===== config.mk =====
export PLATFORM = sky130hd
export DESIGN_NAME = mmio_port_bank
export DESIGN_NICKNAME = d
export VERILOG_FILES = /design/src/rtl/mmio_port_bank.sv
export SDC_FILE = /design/constraint.sdc
export NUM_CORES = 1
export LEC_CHECK = 0
export BUFFER_PORTS_ARGS = -buffer_cell sky130_fd_sc_hd__buf_2
export CAP_MARGIN = 30
export CORE_MARGIN = 4
export CORE_UTILIZATION = 48
export DETAILED_ROUTE_END_ITERATION = 8
export MAX_ROUTING_LAYER = met4
export PLACE_DENSITY = 0.75
export SLEW_MARGIN = 20
export SYNTH_ARGS = -nofsm -noshare
export SYNTH_HDL_FRONTEND = slang
export SYNTH_SLANG_ARGS = --single-unit

===== constraint.sdc =====
create_clock -name clock -period 2.5 [get_ports clock]
set_input_delay 0.25 -clock clock [delete_from_list [all_inputs] [get_ports clock]]
set_output_delay 0.25 -clock clock [all_outputs]
set_load 0.1 [all_outputs]

===== src/rtl/mmio_port_bank.sv =====
// mmio_port_bank: word-wide output latches, synchronised inputs and maskable change-detect interrupt at consecutive MMIO addresses
module mmio_port_bank #(
    parameter int          WIDTH     = 16,
    parameter int          NUM_PORTS = 4,
    parameter logic [15:0] BASE_ADDR = 16'h2000
) (
    input  logic                       clock,
    input  logic                       reset,
    input  logic [15:0]                memAddr,
    input  logic                       re_L,
    input  logic                       we_L,
    input  logic [WIDTH-1:0]           wrData,
    output logic [WIDTH-1:0]           rdData,
    output logic                       rdDrive_L,
    input  logic [NUM_PORTS*WIDTH-1:0] swIn,
    output logic [NUM_PORTS*WIDTH-1:0] ledOut,
    output logic                       irq
);
    localparam int          IDXW    = NUM_PORTS > 1 ? $clog2(NUM_PORTS) : 1;
    localparam logic [16:0] PORTS17 = 17'(NUM_PORTS);

    logic [WIDTH-1:0]     outReg [NUM_PORTS];
    logic [WIDTH-1:0]     sync1  [NUM_PORTS];
    logic [WIDTH-1:0]     sync2  [NUM_PORTS];
    logic [WIDTH-1:0]     prev   [NUM_PORTS];
    logic [NUM_PORTS-1:0] chg;
    logic [NUM_PORTS-1:0] mask;
    logic [NUM_PORTS-1:0] chgSet;
    logic [NUM_PORTS-1:0] chgClr;
    logic [NUM_PORTS-1:0] portSel;
    logic [1:0]           warm;
    logic                 armed;
    logic [16:0]          offset;
    logic                 inRange;
    logic                 portHit;
    logic                 statusHit;
    logic                 maskHit;
    logic                 anyHit;
    logic                 writeEn;
    logic [IDXW-1:0]      portIdx;
    logic [WIDTH-1:0]     rdValue;

    // Offset is taken in 17 bits and qualified by memAddr >= BASE_ADDR so a base near the top never wraps
    assign offset    = {1'b0, memAddr} - {1'b0, BASE_ADDR};
    assign inRange   = memAddr >= BASE_ADDR;
    assign portHit   = inRange && (offset < PORTS17);
    assign statusHit = inRange && (offset == PORTS17);
    assign maskHit   = inRange && (offset == PORTS17 + 17'd1);
    assign anyHit    = portHit || statusHit || maskHit;
    assign portIdx   = offset[IDXW-1:0];
    assign portSel   = portHit ? (NUM_PORTS'(1) << portIdx) : '0;
    assign writeEn   = !we_L;
    assign armed     = warm == 2'd3;

    assign rdDrive_L = !(!re_L && anyHit);
    assign rdData    = rdDrive_L ? '0 : rdValue;
    assign irq       = |(chg & mask);
    assign chgClr    = (writeEn && statusHit) ? wrData[NUM_PORTS-1:0] : '0;

    // Select the register presented on the read path
    always_comb begin
        rdValue = '0;
        if (portHit)
            rdValue = sync2[portIdx];
        else if (statusHit)
            rdValue[NUM_PORTS-1:0] = chg;
        else if (maskHit)
            rdValue[NUM_PORTS-1:0] = mask;
    end

    // A port flags a change once warm-up is over and its synchronised value moved
    always_comb begin
        chgSet = '0;
        for (int i = 0; i < NUM_PORTS; i++)
            chgSet[i] = armed && (sync2[i] != prev[i]);
    end

    // Per-port output latch and input synchroniser chain
    always_ff @(posedge clock) begin
        for (int i = 0; i < NUM_PORTS; i++) begin
            if (reset) begin
                outReg[i] <= '0;
                sync1[i]  <= '0;
                sync2[i]  <= '0;
                prev[i]   <= '0;
            end else begin
                sync1[i] <= swIn[i*WIDTH +: WIDTH];
                sync2[i] <= sync1[i];
                prev[i]  <= sync2[i];
                if (writeEn && portSel[i])
                    outReg[i] <= wrData;
            end
        end
    end

    // Sticky change flags (a new set beats a same-cycle clear), mask register and warm-up counter
    always_ff @(posedge clock) begin
        if (reset) begin
            chg  <= '0;
            mask <= '0;
            warm <= '0;
        end else begin
            chg <= (chg & ~chgClr) | chgSet;
            if (writeEn && maskHit)
                mask <= wrData[NUM_PORTS-1:0];
            if (!armed)
                warm <= warm + 2'd1;
        end
    end

    for (genvar i = 0; i < NUM_PORTS; i++) begin : g_led
        assign ledOut[i*WIDTH +: WIDTH] = outReg[i];
    end
endmodule

======== Word-level counts from Yosys, hierarchy flattened ========
Memory sizes are Yosys's and may differ from the RTL's.
Index checks and enable logic that the tools add are counted.
word-level totals
  register bits ........................... 10
  bits in writable memories ............... 256
  input bits .............................. 100
  word-level logic and storage cells ...... 97
  memories ................................ 4
cells by class
  $add $sub $neg .......................... 2
  order comparisons ....................... 2
  equality and inequality tests ........... 7
  shifts and indexed selects .............. 1
  muxes and demuxes ....................... 38
  bitwise operators ....................... 20
  reductions and logical operators ........ 20
memory list
  memory  words  bits a word  rd ports  clocked after Yosys merged registers in  wr ports  RTL line  RTL
  outReg  4      16           4         0                                        4         22        logic [WIDTH-1:0] outReg [NUM_PORTS];
  prev    4      16           4         0                                        4         25        logic [WIDTH-1:0] prev [NUM_PORTS];
  sync1   4      16           4         0                                        4         23        logic [WIDTH-1:0] sync1 [NUM_PORTS];
  sync2   4      16           5         0                                        4         24        logic [WIDTH-1:0] sync2 [NUM_PORTS];
operators by type and width
  kind                                                                  count
  2-to-1 mux 16 bit                                                     17
  inequality test 16 bit                                                4
  equality test 17 x 3 -> 1 bit (second input constant)                 2
  2-to-1 mux 4 bit                                                      5
  less-than comparator 17 x 3 -> 1 bit (second input constant)          1
  subtractor 16 x 14 -> 17 bit (second input constant)                  1
  greater-or-equal comparator 16 x 14 -> 1 bit (second input constant)  1
  bitwise OR 1 bit                                                      16
  2-to-1 mux 1 bit                                                      15
  logical AND 1 bit                                                     14
  2-to-1 mux 12 bit                                                     1
  AND 4 bit                                                             2
  NOT 4 bit                                                             1
  bitwise OR 4 bit                                                      1
  OR reduction 4 bit                                                    1
  << shifter 1 x 2 -> 4 bit (first input constant)                      1
  zero test 1 bit                                                       3
  adder 2 x 1 -> 2 bit (second input constant)                          1
  equality test 2 bit (second input constant)                           1
  logical OR 1 bit                                                      2

======== Longest topological paths before layout ========
  word-level depth ........................ 9
  mapped depth ............................ 9
  gate-level depth less buffers ........... 8

======== Least setup slack after synthesis ========
No wires, ideal clock.
  path kind ............................... input-to-output
  from .................................... input memAddr[7]
  to ...................................... output rdData[0]
  data arrival time ....................... 4.726 ns
  data required time ...................... 2.250 ns
  path slack .............................. -2.476 ns
  cell stages on the path ................. 5
  path through ............................ nor4b_2 -> nand3_2 -> o41ai_2 -> o211ai_1 -> a221oi_1
on the way
  word-level cells in the longest chain between the ends .. 7
  elaborated cells on any way between the ends .. 15
  classes of those cells .................. add/sub: 1; order compare: 2; eq/ne: 2; mux: 4; reduce/logical: 6
RTL lines
  item                                                          RTL line    RTL
  from (decl)                                                   9           input logic [15:0] memAddr,
  subtractor 16 x 14 -> 17 bit                                  44          assign offset = {1'b0, memAddr} - {1'b0, BASE_ADDR};
  less-than comparator 17 x 3 -> 1 bit (tied with other cells)  46          assign portHit = inRange && (offset < PORTS17);
  logical AND 1 bit (on tied branches)                          46, 47, 48
  logical OR 1 bit or 2-to-1 mux 4 bit (tied branches)          49, 67
  logical OR 1 bit or 2-to-1 mux 4 bit (tied branches)          49, 65
  logical AND 1 bit or 2-to-1 mux 4 bit (tied branches)         55, 63
  2-to-1 mux 16 bit *                                           56          assign rdData = rdDrive_L ? '0 : rdValue;
  to (decl)                                                     13          output logic [WIDTH-1:0] rdData,
Every way passes the cells marked *; elsewhere a longest branch is shown, timed or not.

======== Worst setup path after layout ========
  from .................................... input memAddr[9]
  to ...................................... output rdData[0]
The elaborated chain is that of the path after synthesis.

==> results_dict.tcl <==
set metrics [dict create \
    peakVddDrop_uv 556 \
    drtIter0Drc 259 \
    num_vias 6145 \
    routed_via_density 4.73 \
    leakagePower_nw 4.98 \
    fillCellCount 1441 \
    max_freq_ghz 0.414 \
    hpwl_um 14000 \
    slew_headroom_pct 39.4 \
    hold_class "input port to register" \
    syn-cell-area_mm2 0.00959 \
    crit_required_ns 2.25 \
    status "completed" \
    cts_max_level 1 \
    cts.sinks 266 \
    async_flop_share_pct 0 \
    grt_max_degree 96 \
    track_usage_pct 18.6 \
    cts_tree "done" \
    fin_ws_ns 0.0850 \
    ys_warn_count 0 \
    clk_latency_ns 0.52 \
    power_per_cell_area_mw_per_mm2 768 \
    grtUsageMet1_pct 23.3 \
    multi_input_area_mm2 0.00356 \
    p_switching_mw 2.39 \
    grt-ovfl-total 0 \
    drtPass1Iterations 4 \
    pre_cts_ws_ns 0.0108 \
    worst-slew-pin-transition_ns 0.909 \
    numCtsBuffers 26 \
    arrival_ns 2.16 \
    pwr-share-comb_pct 11.5 \
    synthCells 763 \
    p_total_mw 9.76 \
    min_period_ns 2.41 \
    synth-edff-count 64 \
    antenna_found_initial 0 \
    use_met2_pct 31.4 \
    holdWs_ns 0.0268 \
    cts-root-buf "clkbuf_16" \
    critPathCaptureType "output pin" \
    drive_above_1_share_pct 29.0 \
    startpoint_type "input port" \
    die_y_um 149 \
    portBuffers 181 \
    clkTransAtPathRegs_ns 0.06 \
    antennaDiodeCount 0 \
    layout.nets 1121 \
    tns_ns 0 \
    pwr-share-seq_pct 48.1 \
    routed_wl_um 20400 \
    die_area_mm2 0.0223 \
    start_util_pct 49.1 \
    area_growth_pct 32.5 \
    busiest_layer "met2" \
    die_width_um 149 \
    crit_type "input port to output pin" \
    place.gp.congestion 0.866 \
    yosysSeqAreaShare_pct 62.2 \
    drcViolationCount 0 \
    grt_pass1_vias 6053 \
    fin_worst_skew_ns 0.0209 \
    grt_util_met3_pct 2.98 \
    io_pins 182 \
    slew_violations 0 \
    core_area_mm2 0.0195 \
    clk_path_buf_depth 3 \
    rows 51 \
    synth.distinct_cells 40 \
    switching_share_pct 24.5 \
    setup_violations 0 \
    cap_violations 0 \
    synth_nets 868 \
    rsz0062_at_grt "yes" \
    drtAntennaViolNets 0 \
    synth_seq_cells 266 \
    p_clk_share_pct 40.4 \
    wl_per_cell_um 15.7 \
    seq_area_mm2 0.00597 \
    intPower_mw 7.36 \
    postSynthAreaPerCell_um2 12.6 \
    hold_viol_final 0 \
    finalCritPeriodShare_pct 96.6 \
    grt_pass1_wl_um 31600 \
    crit_fanout 5 \
    ys.flop_type "dfxtp_1" \
]
through the flow:
step                      instance area [µm²]  utilization, %  cells
final                                   12700            65.1   1299
after detailed placement                11100            57.1   1188
after global routing                    12700            65.1   1299
after CTS                               12700            64.9   1298
after global placement                  11100            57.1   1188
after floorplan                          9720               -    763
critical path, cell delays in order:
cell and delay (ns):
buf_2 0.11, nor4_4 0.32, nand3_2 0.13, buf_4 0.19, o41ai_4 0.42, o211ai_1 0.21, a221oi_2 0.21, buf_4 0.15
buf_12 0.16
synthesized netlist by cell type (6+ instances only):
cell / count / share of area [%]
dfxtp_1: 202 / 42
nor2b_1: 192 / 13
and2_1: 64 / 4.2
edfxtp_1: 64 / 20
xnor2_1: 64 / 5.8
clkbuf_1: 26 / 1.0
mux4_2: 16 / 3.8
nand4_1: 16 / 1.0
and3_1: 12 / 0.78
nor2_1: 12 / 0.47
inv_1: 9 / 0.35
a21oi_1: 7 / 0.37
mux2i_1: 6 / 0.63
nor4_4: 6 / 1.3
power by group through the flow:
stage | Combinational, mW | Clock [mW] | Sequential (mW)
6_report | 1.12 | 3.94 | 4.70
5_1_grt | 1.19 | 4.19 | 4.71
2_1_floorplan | 0.357 | 0 | 5.20
3_3_place_gp | 1.03 | 0 | 4.79
3_5_place_dp | 1.04 | 0 | 4.79
4_1_cts | 1.12 | 4.00 | 4.70
state kept, by name, summed over array words and instances (netlist names):
| signal | flops |
|---|---|
| outReg | 64 |
| prev | 64 |
| sync1 | 64 |
| sync2 | 64 |
| chg | 4 |
| mask | 4 |
| warm | 2 |
layer usage:
metal  part of all wire, %  wire [µm]  vias to the layer above
met5                     0          0                        -
met4                   2.2        451                        0
met3                   5.7       1170                       30
met2                    49      10000                      180
met1                    43       8750                     2903
li1                      -          -                     3032
layout by cell type, fill, tap and decap left out, types with 3 or more instances in the layout:
master	instances
dlygate4sd3_1	64
nor2_1	11
clkinv_2	4
edfxtp_1	64
buf_4	16
buf_12	16
a21o_2	4
nor4_4	6
nand3_1	4
nand4_1	16
nor2b_1	192
mux2i_1	6
xnor2_1	64
a21oi_4	3
o41ai_1	4
mux2_2	3
inv_1	9
o211ai_1	5
clkbuf_16	28
ha_1	3
dfxtp_1	202
nor3_2	3
a21oi_1	4
clkbuf_1	4
mux4_2	16
o21ai_0	4
and3_2	6
bufinv_16	3
nand2_1	4
buf_2	164
and2_1	64
and3_4	6
or2_2	4
worst paths after layout:
path,slack [ns],from,to,depth (start not counted)
setup / recovery,0.09,memAddr[9],rdData[0],9
setup reg to reg,0.79,sync2[3][15]$_SDFF_PP0_,chg[3]$_SDFF_PP0_,4
hold / removal,0.03,reset,mask[0]$_SDFFE_PP0P_,2
hold reg to reg,0.43,sync1[2][13]$_SDFF_PP0_,sync2[2][13]$_SDFF_PP0_,1
logic make-up (layout without fill, tap and decap cells):
family / Yosys count / in the layout / synth area share [%]
xor+xnor: 65 / 65 / 5.94
flops: 266 / 266 / 62.2
buf+inv: 45 / 316 / 2.11
fa+ha+maj: 5 / 5 / 0.653
compound gates: 30 / 30 / 2.35
mux: 25 / 25 / 4.74
simple gates: 327 / 327 / 22.0
cell type report:
| class | count | share of cell area, % |
|---|---|---|
| inverters | 9 | 0.384 |
| clock inverters | 12 | 1.12 |
| repair buffers | 261 | 15.1 |
| well taps | 265 | 2.61 |
| clock buffers | 34 | 5.85 |
| flip-flops and latches | 266 | 47.0 |
| multi-input cells | 452 | 28.0 |
repair_timing:
item / CTS / global route
setup endpoints to repair: 0 / 4
endpoints found under the hold margin: 64 / 0
setup buffers: 0 / 1
resized for setup: 0 / 4
hold buffers: 64 / 0
Note: power is estimated with default switching activity, not from simulation.
